File: config.mk
export PLATFORM = sky130hd
export DESIGN_NAME = ct_ciu_snb_age_mtx
export DESIGN_NICKNAME = d
export VERILOG_FILES = /design/src/rtl/ct_ciu_snb_age_mtx.sv
export SDC_FILE = /design/constraint.sdc
export NUM_CORES = 1
export LEC_CHECK = 0
export ABC_AREA = 1
export CORE_AREA = 5 5 255 257
export CTS_BUF_LIST = sky130_fd_sc_hd__clkbuf_8
export DETAILED_ROUTE_END_ITERATION = 7
export DIE_AREA = 0 0 260 262
export HOLD_SLACK_MARGIN = 0.12
export PLACE_DENSITY_LB_ADDON = 0.25
export SETUP_SLACK_MARGIN = 0.3
export SLEW_MARGIN = 10
export SYNTH_ARGS = -nofsm -noshare
export SYNTH_HDL_FRONTEND = slang
export SYNTH_SLANG_ARGS = --single-unit
File: constraint.sdc
create_clock -name forever_cpuclk -period 26.3 [get_ports forever_cpuclk]
set_input_delay 5.26 -clock forever_cpuclk [delete_from_list [all_inputs] [get_ports forever_cpuclk]]
set_output_delay 5.26 -clock forever_cpuclk [all_outputs]
set_load 0.1 [all_outputs]
File: src/rtl/ct_ciu_snb_age_mtx.sv
// Age matrix for the snoop buffer: tracks which valid entries are older than
// each other entry so an oldest-first selector can pick among requesters.
module ct_ciu_snb_age_mtx #(
  parameter int DEPTH = 24
) (
  input  logic                   forever_cpuclk,
  input  logic                   cpurst,
  input  logic                   create_req,
  output logic                   create_gnt,
  output logic [DEPTH-1:0]       create_id,
  input  logic [DEPTH-1:0]       pop_vld,
  output logic [DEPTH-1:0]       entry_vld,
  output logic [DEPTH*DEPTH-1:0] age_vect,
  output logic [5:0]             vld_cnt,
  output logic                   full,
  output logic                   empty
);

  logic [DEPTH-1:0] entry_vld_q;
  logic [DEPTH-1:0] entry_vld_d;
  logic [DEPTH-1:0] age_q [DEPTH];
  logic [DEPTH-1:0] age_d [DEPTH];
  logic [DEPTH-1:0] free_id;
  logic [DEPTH-1:0] pop_eff;
  logic [DEPTH-1:0] create_oh;

  function automatic logic [5:0] popcnt(input logic [DEPTH-1:0] v);
    logic [5:0] c;
    c = '0;
    for (int i = 0; i < DEPTH; i++) c = c + 6'(v[i]);
    return c;
  endfunction

  // Status flags come from registered valid bits only.
  always_comb begin
    full    = &entry_vld_q;
    empty   = ~|entry_vld_q;
    vld_cnt = popcnt(entry_vld_q);
  end

  // Lowest-index free entry; scanning downward lets the lowest index win.
  always_comb begin
    free_id = '0;
    for (int i = DEPTH - 1; i >= 0; i--) begin
      if (!entry_vld_q[i]) begin
        free_id    = '0;
        free_id[i] = 1'b1;
      end
    end
  end

  // Grant is suppressed while full and while reset is held.
  always_comb begin
    create_gnt = create_req & ~full & ~cpurst;
    create_oh  = create_gnt ? free_id : '0;
    create_id  = create_oh;
  end

  // Next state: pops of invalid entries are masked out; a new entry sees every
  // surviving valid entry as older, and popped columns are cleared everywhere.
  always_comb begin
    pop_eff     = pop_vld & entry_vld_q;
    entry_vld_d = (entry_vld_q & ~pop_eff) | create_oh;
    for (int i = 0; i < DEPTH; i++) begin
      if (create_oh[i])
        age_d[i] = entry_vld_q & ~pop_eff;
      else if (pop_eff[i] || !entry_vld_q[i])
        age_d[i] = '0;
      else
        age_d[i] = age_q[i] & ~pop_eff;
    end
  end

  // State registers with asynchronous clear.
  always_ff @(posedge forever_cpuclk or posedge cpurst) begin
    if (cpurst) begin
      entry_vld_q <= '0;
      for (int i = 0; i < DEPTH; i++) age_q[i] <= '0;
    end else begin
      entry_vld_q <= entry_vld_d;
      for (int i = 0; i < DEPTH; i++) age_q[i] <= age_d[i];
    end
  end

  // Flatten the per-entry age rows onto the output bus.
  always_comb begin
    entry_vld = entry_vld_q;
    for (int i = 0; i < DEPTH; i++) age_vect[i*DEPTH +: DEPTH] = age_q[i];
  end

endmodule

==> out/metrics.yaml, run 1 <==
status:
  run_status: "finished clean"
pwr:
  cellPowerDensity_nw_per_um2: 53.5
  leakage_uw: 0.0168
  worst_ir_drop_on_vdd_mv: 0.0424
  power_total_uw: 1880
sta:
  rsz0062_at_grt: "no"
  final_hold_vio_count: 0
  worst_clock_skew_ns: 0.0643
  finalWorstPathRequiredPeriod_ns: 14.50
  ratio_of_final_minimum_period_to_clock_period_pct: 55.1
  fmax_ghz: 0.0690
  setup_viol_count_final: 0
  worstMarginPinSlew_ns: 1.23
  timing.final.max_slew_violations: 0
  fin_tns_setup_ns: 0
  maxSlewHeadroom_pct: 18.2
yosys:
  synth.yosys.seq_area_share_pct: 57.9
  ys_top_cells_by_area: "sky130_fd_sc_hd__dfrtp_1 (58%), sky130_fd_sc_hd__nand3_1 (11%), sky130_fd_sc_hd__nand4_1 (9.1%)"
  synth_seq_cells: 600
  syn_inst: 2787
  synth.most_common_cell: "sky130_fd_sc_hd__dfrtp_1"
  ranking_of_synthesized_cells_by_instance_count: "sky130_fd_sc_hd__dfrtp_1 (600), sky130_fd_sc_hd__nand3_1 (570), sky130_fd_sc_hd__nand2_1 (506)"
  yosys_most_used_dff: "sky130_fd_sc_hd__dfrtp_1"
  synthesis.area_um2: 26000
  post_synth_num_cell_types: 28
  post_syn_nets: 2840
  synth_area_per_cell_um2: 9.31
  netlist.top_cell.by_area: "sky130_fd_sc_hd__dfrtp_1"
  yosysTopAreaCellShare_pct: 57.9
  ys_warn_count: 0
  synth-edff-count: 0
  async_reset_ff_share_pct: 100
clocking:
  clock_sink_count: 600
  total_cts_buffers: 100
  cts.reportedPaths.clkPinSlew_ns: 0.06
  clkLatencyLatePin_ns: 0.72
  postCtsSetupRepairBufs: 0
  post_cts_hold_buffer_count: 0
  clock-root-buffer: "sky130_fd_sc_hd__clkbuf_8"
  clk_path_buf_depth: 3
  cts_max_level: 3
  resized_gates_after_cts: 0
  cts_tree: "yes"
final_layout:
  fin_nets: 3392
  fin_util_pct: 56.2
  flow.area_growth_from_synthesis_pct: 35.4
  postLayoutCellArea_um2: 35100
  share_of_final_layout_standard_cells_stronger_than_drive_strength_1_pct: 8.29
global_route:
  global_route_wire_length_before_repair_mm: 181
  gr-total-overflow: 0
  grt_start_max_net_pins: 177
  antenna_found_initial: 9
  vias_in_the_first_global_route: 25800
  gr-usage-all-layers_pct: 35.9
floorplan:
  start_util_pct: 41.5
  floorplan.core_area_um2: 62500
  die_x_um: 260
  fp.dieArea_um2: 68100
  num_io_pins: 660
  floorplan.die.height_um: 262
  rows: 92
setup_path:
  crit_path_cell_trace: "clkdlybuf4s50_1, nor2_4, buf_4, nand3_2, inv_1, clkdlybuf4s50_1"
  critPathBufInv: 4
  cpLargestDelayFamily: "buffers and inverters"
  timing.critical_path.fanout_max: 85
  path_common_cell: "sky130_fd_sc_hd__clkdlybuf4s50_1"
  critical-path-max-stage-delay_ns: 1.16
  required_ns: 21.04
  crit_arrival_ns: 9.24
  critPathKind: "in -> out"
  critPathSlowestCell: "sky130_fd_sc_hd__clkdlybuf4s50_1"
  cp_launch_type: "input pin"
  endpoint_kind: "output pin"
routing:
  routed_wire_length_per_instance_um: 29.7
  routed_wirelength_mm: 127
  num_vias: 26200
  avgViaCountPerCell: 6.13
  detail_route.iter0.violations: 3591
  number_of_remaining_drc_errors: 0
  drt_first_pass_iters: 6
  drtAntennaViolNets: 0
run:
  drv_cap: 0
place:
  gp_congestion: 0.914
  placedInstanceArea_um2: 33000
  place.detailed.hpwl_mm: 81.7
  port_buffers: 658
hold_path:
  hold_class: "reg -> reg"
registers in the layout, summed over array words and instances (netlist names):
signal     cells
age_vect     576
entry_vld     24
where the power goes:
group	internal, uW	leakage [uW]	switching, uW
logic	9.80	0.00721	58.8
clock network	484	0.00122	404
registers	924	0.00839	0.708
total	1420	0.0168	464
final timing paths:
kind / startpoint / endpoint / slack [ns] / cells after the start
max: cpurst / create_id[1] / 11.80 / 6
min: age_vect[275]$_DFF_PP0_ / age_vect[275]$_DFF_PP0_ / 0.50 / 2
max reg2reg: entry_vld[21]$_DFF_PP0_ / entry_vld[11]$_DFF_PP0_ / 22.90 / 10
min reg2reg: age_vect[275]$_DFF_PP0_ / age_vect[275]$_DFF_PP0_ / 0.50 / 2
max in group asynchronous: cpurst / age_vect[361]$_DFF_PP0_ / 17.58 / 5
min in group asynchronous: cpurst / age_vect[48]$_DFF_PP0_ / 5.24 / 2
per-stage QoR:
step,worst slack [ns],hold WS [ns],instances
CTS,11.90,0.504,4259
global placement,11.94,0.475,4082
finish,11.80,0.503,4268
floorplan,4.25,0.951,2787
global route,11.68,0.525,4265
detailed placement,11.90,0.490,4082
per-layer routing:
metal  share of wire (%)  up-vias  GRT usage, %  wire [um]
met5               0.021        -             0         27
met4                 5.9        4          18.9       7420
met3                  13      399          11.5      16700
met2                  44     2139          53.8      55900
met1                  37    12900          46.8      46600
li1                    -    10800             -          -
worst min-delay path, stage by stage (launching register included):
cell and delay (ns):
sky130_fd_sc_hd__dfrtp_1 0.35, sky130_fd_sc_hd__nand3_1 0.07, sky130_fd_sc_hd__inv_1 0.05
logic make-up after synthesis:
kind of cell             count (synthesis)  synth area share, %
AND/OR/NAND/NOR                       1558                 29.3
adder cells (fa/ha/maj)                 26                 1.75
flip-flops                             600                 57.9
XOR/XNOR                                 2               0.0675
AO/OA/AOI/OAI                          189                 3.64
buffers and inverters                  411                 7.39
other                                    1               0.0145
area by class of cell:
| cell class | count | area, um2 |
|---|---|---|
| repair buffers | 730 | 7150 |
| clock inverters | 47 | 340 |
| multi-input cells | 1776 | 9270 |
| clock buffers | 130 | 1790 |
| diodes | 8 | 20.0 |
| fillers | 5466 | 27400 |
| well taps | 846 | 1060 |
| flip-flops and latches | 600 | 15000 |
| inverters | 131 | 499 |
placed cells by master (no fill, tap or decap):
| cell type | n |
|---|---|
| sky130_fd_sc_hd__nand3_2 | 2 |
| sky130_fd_sc_hd__nand3_1 | 570 |
| sky130_fd_sc_hd__nand2_2 | 15 |
| sky130_fd_sc_hd__nor2_2 | 12 |
| sky130_fd_sc_hd__clkinv_2 | 6 |
| sky130_fd_sc_hd__dfrtp_1 | 600 |
| sky130_fd_sc_hd__nor3_1 | 5 |
| sky130_fd_sc_hd__nor4_1 | 3 |
| sky130_fd_sc_hd__xor2_1 | 1 |
| sky130_fd_sc_hd__nand4_1 | 376 |
| sky130_fd_sc_hd__ha_1 | 9 |
| sky130_fd_sc_hd__diode_2 | 8 |
| sky130_fd_sc_hd__buf_16 | 1 |
| sky130_fd_sc_hd__bufinv_16 | 4 |
| sky130_fd_sc_hd__inv_16 | 1 |
| sky130_fd_sc_hd__conb_1 | 1 |
| sky130_fd_sc_hd__o21ai_1 | 16 |
| sky130_fd_sc_hd__inv_1 | 159 |
| sky130_fd_sc_hd__nor2_1 | 48 |
| sky130_fd_sc_hd__inv_8 | 2 |
| sky130_fd_sc_hd__nand2_1 | 496 |
| sky130_fd_sc_hd__clkdlybuf4s50_1 | 656 |
| sky130_fd_sc_hd__fa_1 | 17 |
| sky130_fd_sc_hd__clkbuf_8 | 130 |
| sky130_fd_sc_hd__buf_12 | 1 |
| sky130_fd_sc_hd__o21ai_0 | 170 |
| sky130_fd_sc_hd__xnor2_1 | 1 |
| sky130_fd_sc_hd__inv_2 | 2 |
| sky130_fd_sc_hd__inv_6 | 3 |
| sky130_fd_sc_hd__nand2_8 | 1 |
| sky130_fd_sc_hd__nor2_4 | 28 |
| sky130_fd_sc_hd__a21oi_1 | 3 |
| sky130_fd_sc_hd__inv_12 | 1 |
| sky130_fd_sc_hd__buf_4 | 72 |
| sky130_fd_sc_hd__nor3_4 | 2 |
(Power assumes the default switching activity.)
==> run 2: changes to the inputs <==
Settings changed: CORE_AREA 5 5 255 257 to 5 5 251 253, DIE_AREA 0 0 260 262 to 0 0 256 258.
Clock period 26.3 ns to 13.1 ns, I/O delays scaled along.
==> run 2 against run 1 <==
Net effect:
- flip-flop and latch count did not move
- critical endpoint is now create_id[3]
- total power grew 99%
- core utilization up 1.3 points
- largest power group unchanged
- worst setup slack worse by 7.7 ns
==> out/metrics.yaml, run 2 (synthesis gave the netlist of run 1 again) <==
setup_path:
  path_common_cell: "sky130_fd_sc_hd__clkdlybuf4s50_1"  # unchanged
  cp_launch_type: "input pin"  # unchanged
  crit_arrival_ns: 6.33  # was 9.24 ns
  cpLargestDelayFamily: "buffers and inverters"  # unchanged
  critPathBufInv: 4  # unchanged
  required_ns: 10.48  # was 21.04 ns
  crit_path_cell_trace: "clkdlybuf4s50_1, nor2_4, buf_4, nand3_2, inv_1, clkdlybuf4s50_1"  # unchanged
  timing.critical_path.fanout_max: 85  # unchanged
  critPathKind: "in -> out"  # unchanged
  endpoint_kind: "output pin"  # unchanged
  critPathSlowestCell: "sky130_fd_sc_hd__clkdlybuf4s50_1"  # unchanged
  critical-path-max-stage-delay_ns: 1.16  # about the same
global_route:
  vias_in_the_first_global_route: 25400  # was 25800
  met3_usage_pct: 12.9  # was 11.5%
  grt_use_met2_pct: 54.8  # was 53.8%
  gr-usage-all-layers_pct: 36.4  # was 35.9%
  grtUsageMet1_pct: 46.5  # was 46.8%
  gr-total-overflow: 0  # unchanged
  global_route_wire_length_before_repair_mm: 180  # was 181 mm
  antenna_found_initial: 10  # was 9
  grt_start_max_net_pins: 154  # was 177
  grt_busiest_layer: "met2"  # unchanged
sta:
  final_hold_vio_count: 0  # unchanged
  worstMarginPinSlew_ns: 1.32  # was 1.23 ns
  worst_clock_skew_ns: 0.0468  # was 0.0643 ns
  timing.final.max_slew_violations: 0  # unchanged
  ratio_of_final_minimum_period_to_clock_period_pct: 68.3
  maxSlewHeadroom_pct: 12.0  # was 18.2%
  rsz0062_at_grt: "no"  # unchanged
  finalWorstPathRequiredPeriod_ns: 8.95
  setup_viol_count_final: 0  # unchanged
  fin_tns_setup_ns: 0  # unchanged
  fmax_ghz: 0.112
routing:
  drtAntennaViolNets: 0  # unchanged
  drt_first_pass_iters: 5  # was 6
  detail_route.iter0.violations: 3655  # was 3591
  avgViaCountPerCell: 6.20  # was 6.13
  number_of_remaining_drc_errors: 0  # unchanged
  routed_wirelength_mm: 125  # was 127 mm
  num_vias: 26100  # was 26200
  routed_wire_length_per_instance_um: 29.8  # was 29.7 um
clocking:
  clock-root-buffer: "sky130_fd_sc_hd__clkbuf_8"  # unchanged
  cts_tree: "yes"  # unchanged
  cts.reportedPaths.clkPinSlew_ns: 0.06  # about the same
  clock_sink_count: 600  # unchanged
  cts_max_level: 3  # unchanged
  resized_gates_after_cts: 0  # unchanged
  postCtsSetupRepairBufs: 0  # unchanged
  post_cts_hold_buffer_count: 0  # unchanged
  clkLatencyLatePin_ns: 0.72  # about the same
  clk_path_buf_depth: 3  # unchanged
  total_cts_buffers: 102  # was 100
hold_path:
  hold_class: "reg -> reg"  # unchanged
final_layout:
  multi_input_comb_area_um2: 9270  # unchanged
  flow.area_growth_from_synthesis_pct: 34.8  # was 35.4%
  layout.area.seq_um2: 15000  # unchanged
  mostFrequentLayoutCells: "sky130_fd_sc_hd__clkdlybuf4s50_1 (654), sky130_fd_sc_hd__dfrtp_1 (600), sky130_fd_sc_hd__nand3_1 (568)"  # was sky130_fd_sc_hd__clkdlybuf4s50_1 (656), sky130_fd_sc_hd__dfrtp_1 (600), sky130_fd_sc_hd__nand3_1 (570)
  largest_register_ff_count: 576  # unchanged
  fin_nets: 3391  # was 3392
  share_of_final_layout_standard_cells_stronger_than_drive_strength_1_pct: 8.26  # was 8.29%
  fillCellCount: 5327  # was 5466
  layout_commonest_cell: "sky130_fd_sc_hd__clkdlybuf4s50_1"  # unchanged
floorplan:
  die_x_um: 256  # was 260 um
  start_util_pct: 42.7  # was 41.5%
  fp.dieArea_um2: 66000  # was 68100 um2
  floorplan.die.height_um: 258  # was 262 um
  floorplan.core_area_um2: 60800  # was 62500 um2
  num_io_pins: 660  # unchanged
  rows: 91  # was 92
pwr:
  cellPowerDensity_nw_per_um2: 107  # was 53.5 nW/um2
  power_total_uw: 3750  # was 1880 uW
  worst_ir_drop_on_vdd_mv: 0.0773  # was 0.0424 mV
  leakage_uw: 0.0168  # about the same
status:
  run_status: "finished clean"  # unchanged
place:
  gp_congestion: 0.937  # was 0.914
  port_buffers: 658  # unchanged
  place.detailed.hpwl_mm: 81.0  # was 81.7 mm
run:
  drv_cap: 0  # unchanged
[run 2: final timing paths]
| check | end | slack [ns] | startpoint | cells after the start |
|---|---|---|---|---|
| hold reg to reg | age_vect[375]$_DFF_PP0_ | 0.49 | age_vect[375]$_DFF_PP0_ | 2 |
| setup reg to reg | age_vect[90]$_DFF_PP0_ | 9.30 | entry_vld[13]$_DFF_PP0_ | 8 |
| hold / removal | age_vect[375]$_DFF_PP0_ | 0.49 | age_vect[375]$_DFF_PP0_ | 2 |
| min in group asynchronous | age_vect[72]$_DFF_PP0_ | 2.60 | cpurst | 2 |
| max in group asynchronous | age_vect[248]$_DFF_PP0_ | 8.16 | cpurst | 4 |
| setup / recovery | create_id[3] | 4.15 | cpurst | 6 |
[run 2: area by class of cell]
type                    count  area share (%)
clock inverters            50           0.887
flip-flops and latches    600            42.9
inverters                 131            1.42
repair buffers            727            20.3
multi-input cells        1776            26.5
clock buffers             130            5.11
well taps                 790            2.82
diodes                      3          0.0215
[run 2: layer usage]
layer  vias up  routed length [um]  part of all wire, %
li1      10800                   -                    -
met5         -                  37                0.030
met3       413               15700                   13
met4         6                7870                  6.3
met1     12900               46300                   37
met2      2005               55500                   44
[run 2: per-stage QoR]
step                cell area [um2]  std cells  hold slack, ns  util (%)  setup WS (ns)
floorplan                     26000       2787           0.951         -           2.30
global placement              32900       4024           0.476      54.1           4.25
detailed placement            32900       4024           0.480      54.1           4.19
CTS                           35000       4204           0.495      57.5           4.19
global route                  35000       4207           0.515      57.6           4.05
finish                        35000       4207           0.492      57.6           4.15
[run 2: worst reg2reg max path, stage by stage, from the launching register on]
cell and delay (ns):
sky130_fd_sc_hd__dfrtp_1 0.50, sky130_fd_sc_hd__nand2_1 0.19, sky130_fd_sc_hd__nor2_4 0.07, sky130_fd_sc_hd__nand2_2 0.13, sky130_fd_sc_hd__nor2_4 0.06, sky130_fd_sc_hd__nand2_8 0.59, sky130_fd_sc_hd__buf_4 0.84, sky130_fd_sc_hd__nand3_2 0.82
sky130_fd_sc_hd__o21ai_0 0.49
[run 2: power breakdown]
group          internal, uW  switching, uW
registers              1850           1.27
clock network           946            808
logic                  20.1            118
total                  2820            927
